$ cat src/rtl/mux_scan_sequencer_if.sv
// Control/data bundle between a scan controller (master) and mux_scan_sequencer (slave).
// Master drives start/stop/cont/en_mask/dwell/din; slave returns s/a/sel_stb/busy/done/err/scan_cnt.
// Parameter widths must match the ones given to the sequencer instance.
interface mux_scan_sequencer_if #(
   parameter int DWELL_W = 8,
   parameter int CNT_W   = 8
);
   logic               start;
   logic               stop;
   logic               cont;
   logic [3:0]         en_mask;
   logic [DWELL_W-1:0] dwell;
   logic [3:0]         din;
   logic [1:0]         s;
   logic [3:0]         a;
   logic               sel_stb;
   logic               busy;
   logic               done;
   logic               err;
   logic [CNT_W-1:0]   scan_cnt;

   modport master (
      output start, stop, cont, en_mask, dwell, din,
      input  s, a, sel_stb, busy, done, err, scan_cnt
   );

   modport slave (
      input  start, stop, cont, en_mask, dwell, din,
      output s, a, sel_stb, busy, done, err, scan_cnt
   );
endinterface

$ cat src/rtl/mux_scan_sequencer.sv
// Steps a 2-bit channel select through enabled channels, holding each for dwell+1 cycles.
// Latency: s/a/sel_stb/busy change on the edge after start is seen; all outputs registered.
// No backpressure: stop is sticky and takes effect at the end of the current dwell.
//
// Ports: clk, rst_n (async active-low) plus bus (slave modport):
//   in : start, stop, cont, en_mask[3:0], dwell[DWELL_W-1:0], din[3:0]
//   out: s[1:0], a[3:0], sel_stb, busy, done, err, scan_cnt[CNT_W-1:0]
module mux_scan_sequencer #(
   parameter int DWELL_W = 8,
   parameter int CNT_W   = 8
) (
   input  logic                  clk,
   input  logic                  rst_n,
   mux_scan_sequencer_if.slave   bus
);

   typedef enum logic [1:0] {
      IDLE = 2'd0,
      SCAN = 2'd1,
      DONE = 2'd2
   } state_t;

   state_t             state_q;
   logic [DWELL_W-1:0] cnt_q;
   logic [DWELL_W-1:0] dwell_q;
   logic [3:0]         mask_q;
   logic               cont_q;
   logic               stop_pend_q;
   logic [1:0]         s_q;
   logic [3:0]         a_q;
   logic               sel_stb_q;
   logic               busy_q;
   logic               done_q;
   logic               err_q;
   logic [CNT_W-1:0]   scan_cnt_q;

   logic [1:0]         nxt_hi_d;
   logic               nxt_hi_vld_d;
   logic               pass_done_d;
   logic [1:0]         nxt_ch_d;
   logic               stop_now_d;
   logic               at_end_d;

   function automatic logic [1:0] lowest_ch(input logic [3:0] m);
      logic [1:0] r;
      r = 2'd0;
      for (int i = 3; i >= 0; i--) begin
         if (m[i]) r = 2'(i);
      end
      return r;
   endfunction

   // Next enabled channel strictly above the current select; descending
   // scan so the closest higher channel wins.
   always_comb begin
      nxt_hi_d     = 2'd0;
      nxt_hi_vld_d = 1'b0;
      for (int i = 3; i >= 0; i--) begin
         if (mask_q[i] && (i > int'(s_q))) begin
            nxt_hi_d     = 2'(i);
            nxt_hi_vld_d = 1'b1;
         end
      end
   end

   assign pass_done_d = !nxt_hi_vld_d;
   assign nxt_ch_d    = pass_done_d ? lowest_ch(mask_q) : nxt_hi_d;
   // A stop arriving in the boundary cycle itself must still terminate there.
   assign stop_now_d  = stop_pend_q | bus.stop;
   assign at_end_d    = (cnt_q == dwell_q);

   always_ff @(posedge clk or negedge rst_n) begin
      if (!rst_n) begin
         state_q     <= IDLE;
         cnt_q       <= '0;
         dwell_q     <= '0;
         mask_q      <= '0;
         cont_q      <= 1'b0;
         stop_pend_q <= 1'b0;
         s_q         <= 2'd0;
         a_q         <= 4'd0;
         sel_stb_q   <= 1'b0;
         busy_q      <= 1'b0;
         done_q      <= 1'b0;
         err_q       <= 1'b0;
         scan_cnt_q  <= '0;
      end else begin
         sel_stb_q <= 1'b0;
         done_q    <= 1'b0;
         err_q     <= 1'b0;
         case (state_q)
            IDLE: begin
               busy_q      <= 1'b0;
               stop_pend_q <= 1'b0;
               // start together with stop is dropped silently
               if (bus.start && !bus.stop) begin
                  if (bus.en_mask == 4'd0) begin
                     err_q <= 1'b1;
                  end else begin
                     mask_q    <= bus.en_mask;
                     dwell_q   <= bus.dwell;
                     cont_q    <= bus.cont;
                     s_q       <= lowest_ch(bus.en_mask);
                     a_q       <= bus.din;
                     cnt_q     <= '0;
                     sel_stb_q <= 1'b1;
                     busy_q    <= 1'b1;
                     state_q   <= SCAN;
                  end
               end
            end
            SCAN: begin
               if (bus.stop) stop_pend_q <= 1'b1;
               if (at_end_d) begin
                  cnt_q <= '0;
                  if (pass_done_d) scan_cnt_q <= scan_cnt_q + CNT_W'(1);
                  if ((pass_done_d && !cont_q) || stop_now_d) begin
                     busy_q  <= 1'b0;
                     done_q  <= 1'b1;
                     state_q <= DONE;
                  end else begin
                     s_q       <= nxt_ch_d;
                     a_q       <= bus.din;
                     sel_stb_q <= 1'b1;
                  end
               end else begin
                  cnt_q <= cnt_q + DWELL_W'(1);
               end
            end
            DONE: begin
               busy_q      <= 1'b0;
               stop_pend_q <= 1'b0;
               state_q     <= IDLE;
            end
            default: begin
               busy_q  <= 1'b0;
               state_q <= IDLE;
            end
         endcase
      end
   end

   assign bus.s        = s_q;
   assign bus.a        = a_q;
   assign bus.sel_stb  = sel_stb_q;
   assign bus.busy     = busy_q;
   assign bus.done     = done_q;
   assign bus.err      = err_q;
   assign bus.scan_cnt = scan_cnt_q;

endmodule

$ cat src/flat_wrapper.sv
// flat-port wrapper written by rule: the top's interface ports become plain ports
module mux_scan_sequencer_flat 
#(
   parameter int DWELL_W = 8,
   parameter int CNT_W   = 8
)
  (clk, rst_n, bus_start, bus_stop, bus_cont, bus_en_mask, bus_dwell, bus_din, bus_s, bus_a, bus_sel_stb, bus_busy, bus_done, bus_err, bus_scan_cnt);
  mux_scan_sequencer_if #(.DWELL_W(DWELL_W), .CNT_W(CNT_W)) bus_i ();
  input  logic clk;
  input  logic rst_n;
  input wire logic [$bits(bus_i.start)-1:0] bus_start;
  input wire logic [$bits(bus_i.stop)-1:0] bus_stop;
  input wire logic [$bits(bus_i.cont)-1:0] bus_cont;
  input wire logic [$bits(bus_i.en_mask)-1:0] bus_en_mask;
  input wire logic [$bits(bus_i.dwell)-1:0] bus_dwell;
  input wire logic [$bits(bus_i.din)-1:0] bus_din;
  output wire logic [$bits(bus_i.s)-1:0] bus_s;
  output wire logic [$bits(bus_i.a)-1:0] bus_a;
  output wire logic [$bits(bus_i.sel_stb)-1:0] bus_sel_stb;
  output wire logic [$bits(bus_i.busy)-1:0] bus_busy;
  output wire logic [$bits(bus_i.done)-1:0] bus_done;
  output wire logic [$bits(bus_i.err)-1:0] bus_err;
  output wire logic [$bits(bus_i.scan_cnt)-1:0] bus_scan_cnt;
  assign bus_i.start = bus_start;
  assign bus_i.stop = bus_stop;
  assign bus_i.cont = bus_cont;
  assign bus_i.en_mask = bus_en_mask;
  assign bus_i.dwell = bus_dwell;
  assign bus_i.din = bus_din;
  assign bus_s = bus_i.s;
  assign bus_a = bus_i.a;
  assign bus_sel_stb = bus_i.sel_stb;
  assign bus_busy = bus_i.busy;
  assign bus_done = bus_i.done;
  assign bus_err = bus_i.err;
  assign bus_scan_cnt = bus_i.scan_cnt;
  mux_scan_sequencer #(.DWELL_W(DWELL_W), .CNT_W(CNT_W)) u_core (.clk(clk), .rst_n(rst_n), .bus(bus_i));
endmodule
$ cat config.mk
export PLATFORM = sky130hd
export DESIGN_NAME = mux_scan_sequencer_flat
export DESIGN_NICKNAME = d
export VERILOG_FILES = /design/src/rtl/mux_scan_sequencer_if.sv /design/src/rtl/mux_scan_sequencer.sv /design/src/flat_wrapper.sv
export SDC_FILE = /design/constraint.sdc
export NUM_CORES = 1
export LEC_CHECK = 0
export ABC_AREA = 1
export CAP_MARGIN = 20
export CORE_MARGIN = 2
export CORE_UTILIZATION = 50
export DETAILED_ROUTE_END_ITERATION = 7
export PLACE_DENSITY = 0.87
export SETUP_SLACK_MARGIN = 0.5
export SYNTH_ARGS = -nofsm -noshare
export SYNTH_HDL_FRONTEND = slang
export SYNTH_SLANG_ARGS = --single-unit
$ cat constraint.sdc
create_clock -name clk -period 1.85 [get_ports clk]
set_input_delay 0.4625 -clock clk [delete_from_list [all_inputs] [get_ports clk]]
set_output_delay 0.4625 -clock clk [all_outputs]
set_load 0.03 [all_outputs]
==> Yosys cells after proc, flatten, opt, wreduce, memory -nomap -nowiden <==
Index checks and enable logic that the tools add are counted.
W data, S select, Z words.
{ "classes": {"n_addsub": 2, "magnitude_cmp": 3, "eq_ne": 9, "n_mux": 50, "bitwise": 3, "reduce_logical": 21} }
{ "ops": {"columns": ["op", "count"], "rows": [
  ["$mux W2", 20],
  ["$mux W8", 3],
  ["$add A8 B1 Y8 const B", 2],
  ["$mux W1", 16],
  ["$mux W4", 4],
  ["$pmux W8 S2", 1],
  ["$reduce_and A3 Y1", 3],
  ["$eq A8 B8 Y1", 1],
  ["$pmux W2 S2", 2],
  ["$pmux W4 S2", 1],
  ["$ne A2 B1 Y1 const B", 3],
  ["$ne A2 B2 Y1 const B", 3],
  ["$pmux W1 S2", 3],
  ["$logic_and A1 B1 Y1", 5],
  ["$reduce_and A5 Y1", 1],
  ["$gt A2 B2 Y1 const A", 2],
  ["$logic_not A4 Y1", 1],
  ["$reduce_and A2 Y1", 2],
  ["$reduce_and A4 Y1", 1],
  ["$reduce_bool A2 Y1", 2],
  ["$logic_not A1 Y1", 3],
  ["$eq A2 B1 Y1 const B", 1],
  ["$eq A2 B2 Y1 const B", 1],
  ["$gt A1 B2 Y1 const A", 1],
  ["other kinds (5)", 6]
]} }
{ "totals": {"regBits": 42, "output_inout_bits": 18} }

==> Longest topological paths before layout <==
Gate-level depths: netlist (run 1).
{ "depth": {"word_depth": 11, "depth_mapped": 11, "mapped_depth_nobuf": 11} }

==> Worst setup path after synthesis (run 1) <==
OpenSTA, ideal clock, no wires.
{ "synth_timing": {"path_kind": "reg2reg", "from": "register u_core.s_q[1], in the netlist u_core.bus.s[1]", "to": "register u_core.scan_cnt_q[0], in the netlist u_core.bus.scan_cnt[0]", "setup_ps": 124, "t_arrival_ps": 1285, "required_ps": 1726, "slack_ps": 441, "path_stages_with_launch": 7, "n_path_buf": 0, "period_less_slack_ps": 1409, "path_cell_list": "dfrtp_1 > nand2_1 > nand2_1 > nand2_1 > nor2_2 > nand2_4 > xor2_1"} }
{ "synth_via": {"elab_chain_len": 7, "word_cells_on_any_way": 11, "classes_between": "3 x order compare; 3 x mux; 1 x bitwise; 4 x reduce/logical"} }
{ "synth_lines": {"columns": ["item", "line_no", "text"], "rows": [
  ["start, declared", "mux_scan_sequencer.sv:29", "logic [1:0] s_q;"],
  ["start signal, assigned", "mux_scan_sequencer.sv:103", "s_q <= lowest_ch(bus.en_mask);"],
  ["start signal, assigned", "mux_scan_sequencer.sv:122", "s_q <= nxt_ch_d;"],
  ["$gt A2 B2 Y1", "mux_scan_sequencer.sv:59", "if (mask_q[i] && (i > int'(s_q))) begin"],
  ["$logic_and A1 B1 Y1", "mux_scan_sequencer.sv:59", null],
  ["$mux W1 (2 in a row)", "mux_scan_sequencer.sv:59", null],
  ["$mux W1 (*)", "mux_scan_sequencer.sv:59", null],
  ["$not A1 Y1 (no source line) (*)", null, null],
  ["$reduce_and A3 Y1 (no source line) (*)", null, null],
  ["end signal, assigned", "mux_scan_sequencer.sv:116", "if (pass_done_d) scan_cnt_q <= scan_cnt_q + CNT_W'(1);"],
  ["end, declared", "mux_scan_sequencer.sv:35", "logic [CNT_W-1:0] scan_cnt_q;"]
]} }
Mark *: on every way between the ends. The rest lies on a longest branch, timed or not.
A chain may end at the register's enable or synchronous reset.

==> Final worst setup path (run 1) <==
{ "layout_timing": {"from": "register u_core.cnt_q[0]", "to": "register u_core.cnt_q[6]"} }
{ "layout_via": {"elab_chain_len": 3, "word_cells_on_any_way": 4, "classes_between": "1 x add/sub; 1 x eq/ne; 2 x mux"} }
{ "layout_lines": {"columns": ["item", "line_no", "text"], "rows": [
  ["start, declared", "mux_scan_sequencer.sv:24", "logic [DWELL_W-1:0] cnt_q;"],
  ["start signal, assigned", "mux_scan_sequencer.sv:127", "cnt_q <= cnt_q + DWELL_W'(1);"],
  ["$add A8 B1 Y8 / $eq A8 B8 Y1 (equally long branches)", "mux_scan_sequencer.sv:127, mux_scan_sequencer.sv:70", null],
  ["$mux W8 (*)", "mux_scan_sequencer.sv:114", "if (at_end_d) begin"],
  ["$pmux W8 S2 (*)", "mux_scan_sequencer.sv:91", "case (state_q)"]
]} }
Marks and branches as above.

==> results of run 1 <==
==> critical path, delay by kind of cell (launching register included) <==
family	cells	cell delay (ps)
AOI/OAI and AO/OA	1	130
buffers and inverters	2	160
DFF	1	420
and+or+nand+nor	6	820
==> power by group <==
group / internal (mW) / switching, mW / total (mW)
Sequential: 0.917 / 0 / 0.917
Combinational: 0.0504 / 0.0471 / 0.0975
Clock: 0.576 / 0.348 / 0.923
Total: 1.54 / 0.395 / 1.94
==> metrics by stage <==
stage	hold slack, ps	cells	cell area (sq um)
2_1_floorplan	167	277	2180
3_3_place_gp	466	370	2670
3_5_place_dp	454	370	2670
4_1_cts	231	411	3130
5_1_grt	273	423	3420
6_report	200	423	3420
==> area by class of cell <==
type                            count  area, sq um  share of cell area, %
Clock inverter                      2         60.1                   1.76
Tap cell                           50         62.6                   1.83
Timing Repair Buffer               90          823                   24.1
Clock buffer                        6         82.6                   2.41
Inverter                           40          150                   4.39
Multi-Input combinational cell    193         1190                   34.7
Sequential cell                    42         1060                   30.9
==> path summary, 6_finish.rpt <==
| check | start | end | cells after the start |
|---|---|---|---|
| worst min register to register | u_core.bus.busy$_DFFE_PN0P_ | u_core.bus.busy$_DFFE_PN0P_ | 2 |
| min in group clk | bus_en_mask[2] | u_core.mask_q[2]$_DFFE_PN0P_ | 3 |
| worst min-delay path | rst_n | u_core.mask_q[0]$_DFFE_PN0P_ | 2 |
| worst max register to register | u_core.cnt_q[0]$_DFFE_PN0P_ | u_core.cnt_q[6]$_DFFE_PN0P_ | 9 |
| worst max-delay path | u_core.cnt_q[0]$_DFFE_PN0P_ | u_core.cnt_q[6]$_DFFE_PN0P_ | 9 |
| max in group asynchronous | rst_n | u_core.cnt_q[1]$_DFFE_PN0P_ | 2 |
==> routing by layer <==
layer / wire, um / vias up
li1: - / 1070
met1: 2950 / 1230
met2: 4140 / 232
met3: 823 / 69
met4: 518 / 0
met5: 0 / -
==> cells in the final DEF (no fill, tap or decap), types with 4 or more instances in the layout <==
cell / count
inv_1: 24
buf_4: 44
o21ai_1: 7
a21oi_1: 7
nor2_4: 9
a21oi_2: 5
clkdlybuf4s50_1: 13
nand4_1: 7
nand2_2: 18
xor2_1: 6
nand3_1: 15
o21ai_0: 10
buf_6: 17
buf_2: 6
dfrtp_1: 38
xnor2_1: 4
inv_2: 16
dfrtp_2: 4
nor2_1: 11
nand2_1: 67
clkbuf_8: 6
nor2_2: 5
==> logic make-up after synthesis <==
logic type	count (synthesis)	synth area share, %
adders and majority gates	2	1.15
DFF	42	48.3
and+or+nand+nor	145	30.0
xor gates and xnor gates	11	4.43
muxes	2	1.04
buffers and inverters	44	7.71
AOI/OAI and AO/OA	31	7.31
==> timing repair <==
action | in CTS | in global routing
cloned | 4 | 1
hold endpoints to repair | 0 | 0
resized for setup | 143 | 69
pin swaps | 16 | 18
setup endpoints to repair | 56 | 52
buffers inserted | 29 | 11
==> flip-flops by register name, summed over array words and instances, names as in the netlist <==
name / cells
u_core.bus.s: 2
u_core.bus.busy: 1
u_core.cont_q: 1
u_core.mask_q: 4
u_core.cnt_q: 8
u_core.dwell_q: 8
u_core.bus.scan_cnt: 8
u_core.stop_pend_q: 1
u_core.bus.a: 4
u_core.bus.sel_stb: 1
u_core.bus.err: 1
u_core.bus.done: 1
u_core.state_q: 2
==> metrics.csv, run 1 <==
metric;value;unit
Final Hold Fails;0;
GRT Max-Usage Layer;met2;
FF+latch count, synth;42;
Syn Nets;300;
fin crit share;89.7;%
Max-cap violations;0;
grt met2 use;47.5;%
CTS sink cnt;42;
Die W;70.0;um
post-synthesis cell area;0.00217;sq mm
row cnt;23;
crit-path max FO;5;
grt met3 use;6.64;%
CP startpoint kind;flip-flop;
ANT cells;0;
DRC;0;
fin nets;395;
io pins;39;
Hold Path Class;in -> async;
Max Root-Sink Buffers;2;
core area;0.00409;sq mm
initial DRC count;345;
Leakage;1.80;nW
Layout Skew;9.06;ps
worst vdd ir;0.432;mV
Antenna Nets Post-Route;0;
Clock Tree Root;clkbuf_8;
Final WS setup;191;ps
met1 usage;33.6;%
fmax;603;MHz
Worst slew margin;64.5;%
FILL cells;214;
Total Routing Usage GR;28.0;%
area growth from synthesis to layout;57.3;%
layout cells sized above 1;41.3;%
most instantiated library cell after synthesis;nand2_1;
post-synthesis cell count;277;
post-route minimum period;1660;ps
CTS tree;done;
vias in the first global route;2298;
RD Place Congestion;0.861;
Post-Route Utilization;83.7;%
number of buffers added on ports;38;
Die ar.;0.00489;sq mm
Placement Setup Slack;3.34;ps
later-pin clock latency in the skew report;310;ps
max-slew violation count;0;
remaining global-route overflow;0;
largest net degree at the start of global routing;43;
status;finished, final reports clean;
Async S/R FF share, synth;100;%
clk slew on worst S/H paths;90;ps
EDFF count, synth;0;
vias;2601;
area leader, netlist;dfrtp_1;
Synth area leaders;dfrtp_1 (48%), nand2_1 (14%), inv_1 (5.5%);
RSZ-0062 raised after global routing;yes;
first-pass GRT wire length;10800;um
TNS Setup;0;ps
ys flop type;dfrtp_1;
die height;70.0;um
final setup vio count;0;
CP Capture Type;flip-flop;
DR WL/cell;19.9;um
cts hold-fix bufs;0;
Critical Path AT;1840;ps
CP cell instances;inv_2 > nand2_1 > nand2_2 > inv_1 > nand2_1 > nor2_2 > nand2_2 > nand4_1 > o21ai_0;
power per cell area;567;mW/mm^2
H-tree depth;2;
Starting Density;53.2;%
total power;1.94;mW
Worst path max stage delay;420;ps
Vias/cell;6.15;
WL final;8440;um
syn_area_per_cell;7.85;sq um
slowest stage cell, crit path;dfrtp_1;
initial antenna violation count;0;
Seq/Total Area, Yosys;48.3;%
Syn. warnings;0;
top cell type's share of synthesized area;48.3;%
total CTS buffers;5;
synth cell count leaders;nand2_1 (82), dfrtp_1 (42), inv_1 (32), nor2_1 (22), nand3_1 (19);
CP required;2030;ps
Pre-Repair DR Iteration Count;6;
Worst Tran Pin Value;532;ps
worst reg2reg setup slack;190;ps
HPWL after DPL;3480;um
Setup CP Type;reg -> reg;
synth unique cells;25;
(Power assumes the default switching activity.)
==> run 2: changes to the inputs <==
--- a/config.mk
+++ b/config.mk
@@ -12,6 +12,7 @@
 export DETAILED_ROUTE_END_ITERATION = 7
 export PLACE_DENSITY = 0.87
 export SETUP_SLACK_MARGIN = 0.5
+export SKIP_LAST_GASP = 1
 export SYNTH_ARGS = -nofsm -noshare
 export SYNTH_HDL_FRONTEND = slang
 export SYNTH_SLANG_ARGS = --single-unit
==> results of run 2 <==
Same layout as run 1: the final DEF is identical, and so are final timing and power.
==> run 3: changes to the inputs <==
--- a/config.mk
+++ b/config.mk
@@ -9,6 +9,7 @@
 export CAP_MARGIN = 20
 export CORE_MARGIN = 2
 export CORE_UTILIZATION = 50
+export CTS_CLUSTER_SIZE = 28
 export DETAILED_ROUTE_END_ITERATION = 7
 export PLACE_DENSITY = 0.87
 export SETUP_SLACK_MARGIN = 0.5
==> results of run 3 <==
Same layout as run 1: the final DEF is identical, and so are final timing and power.
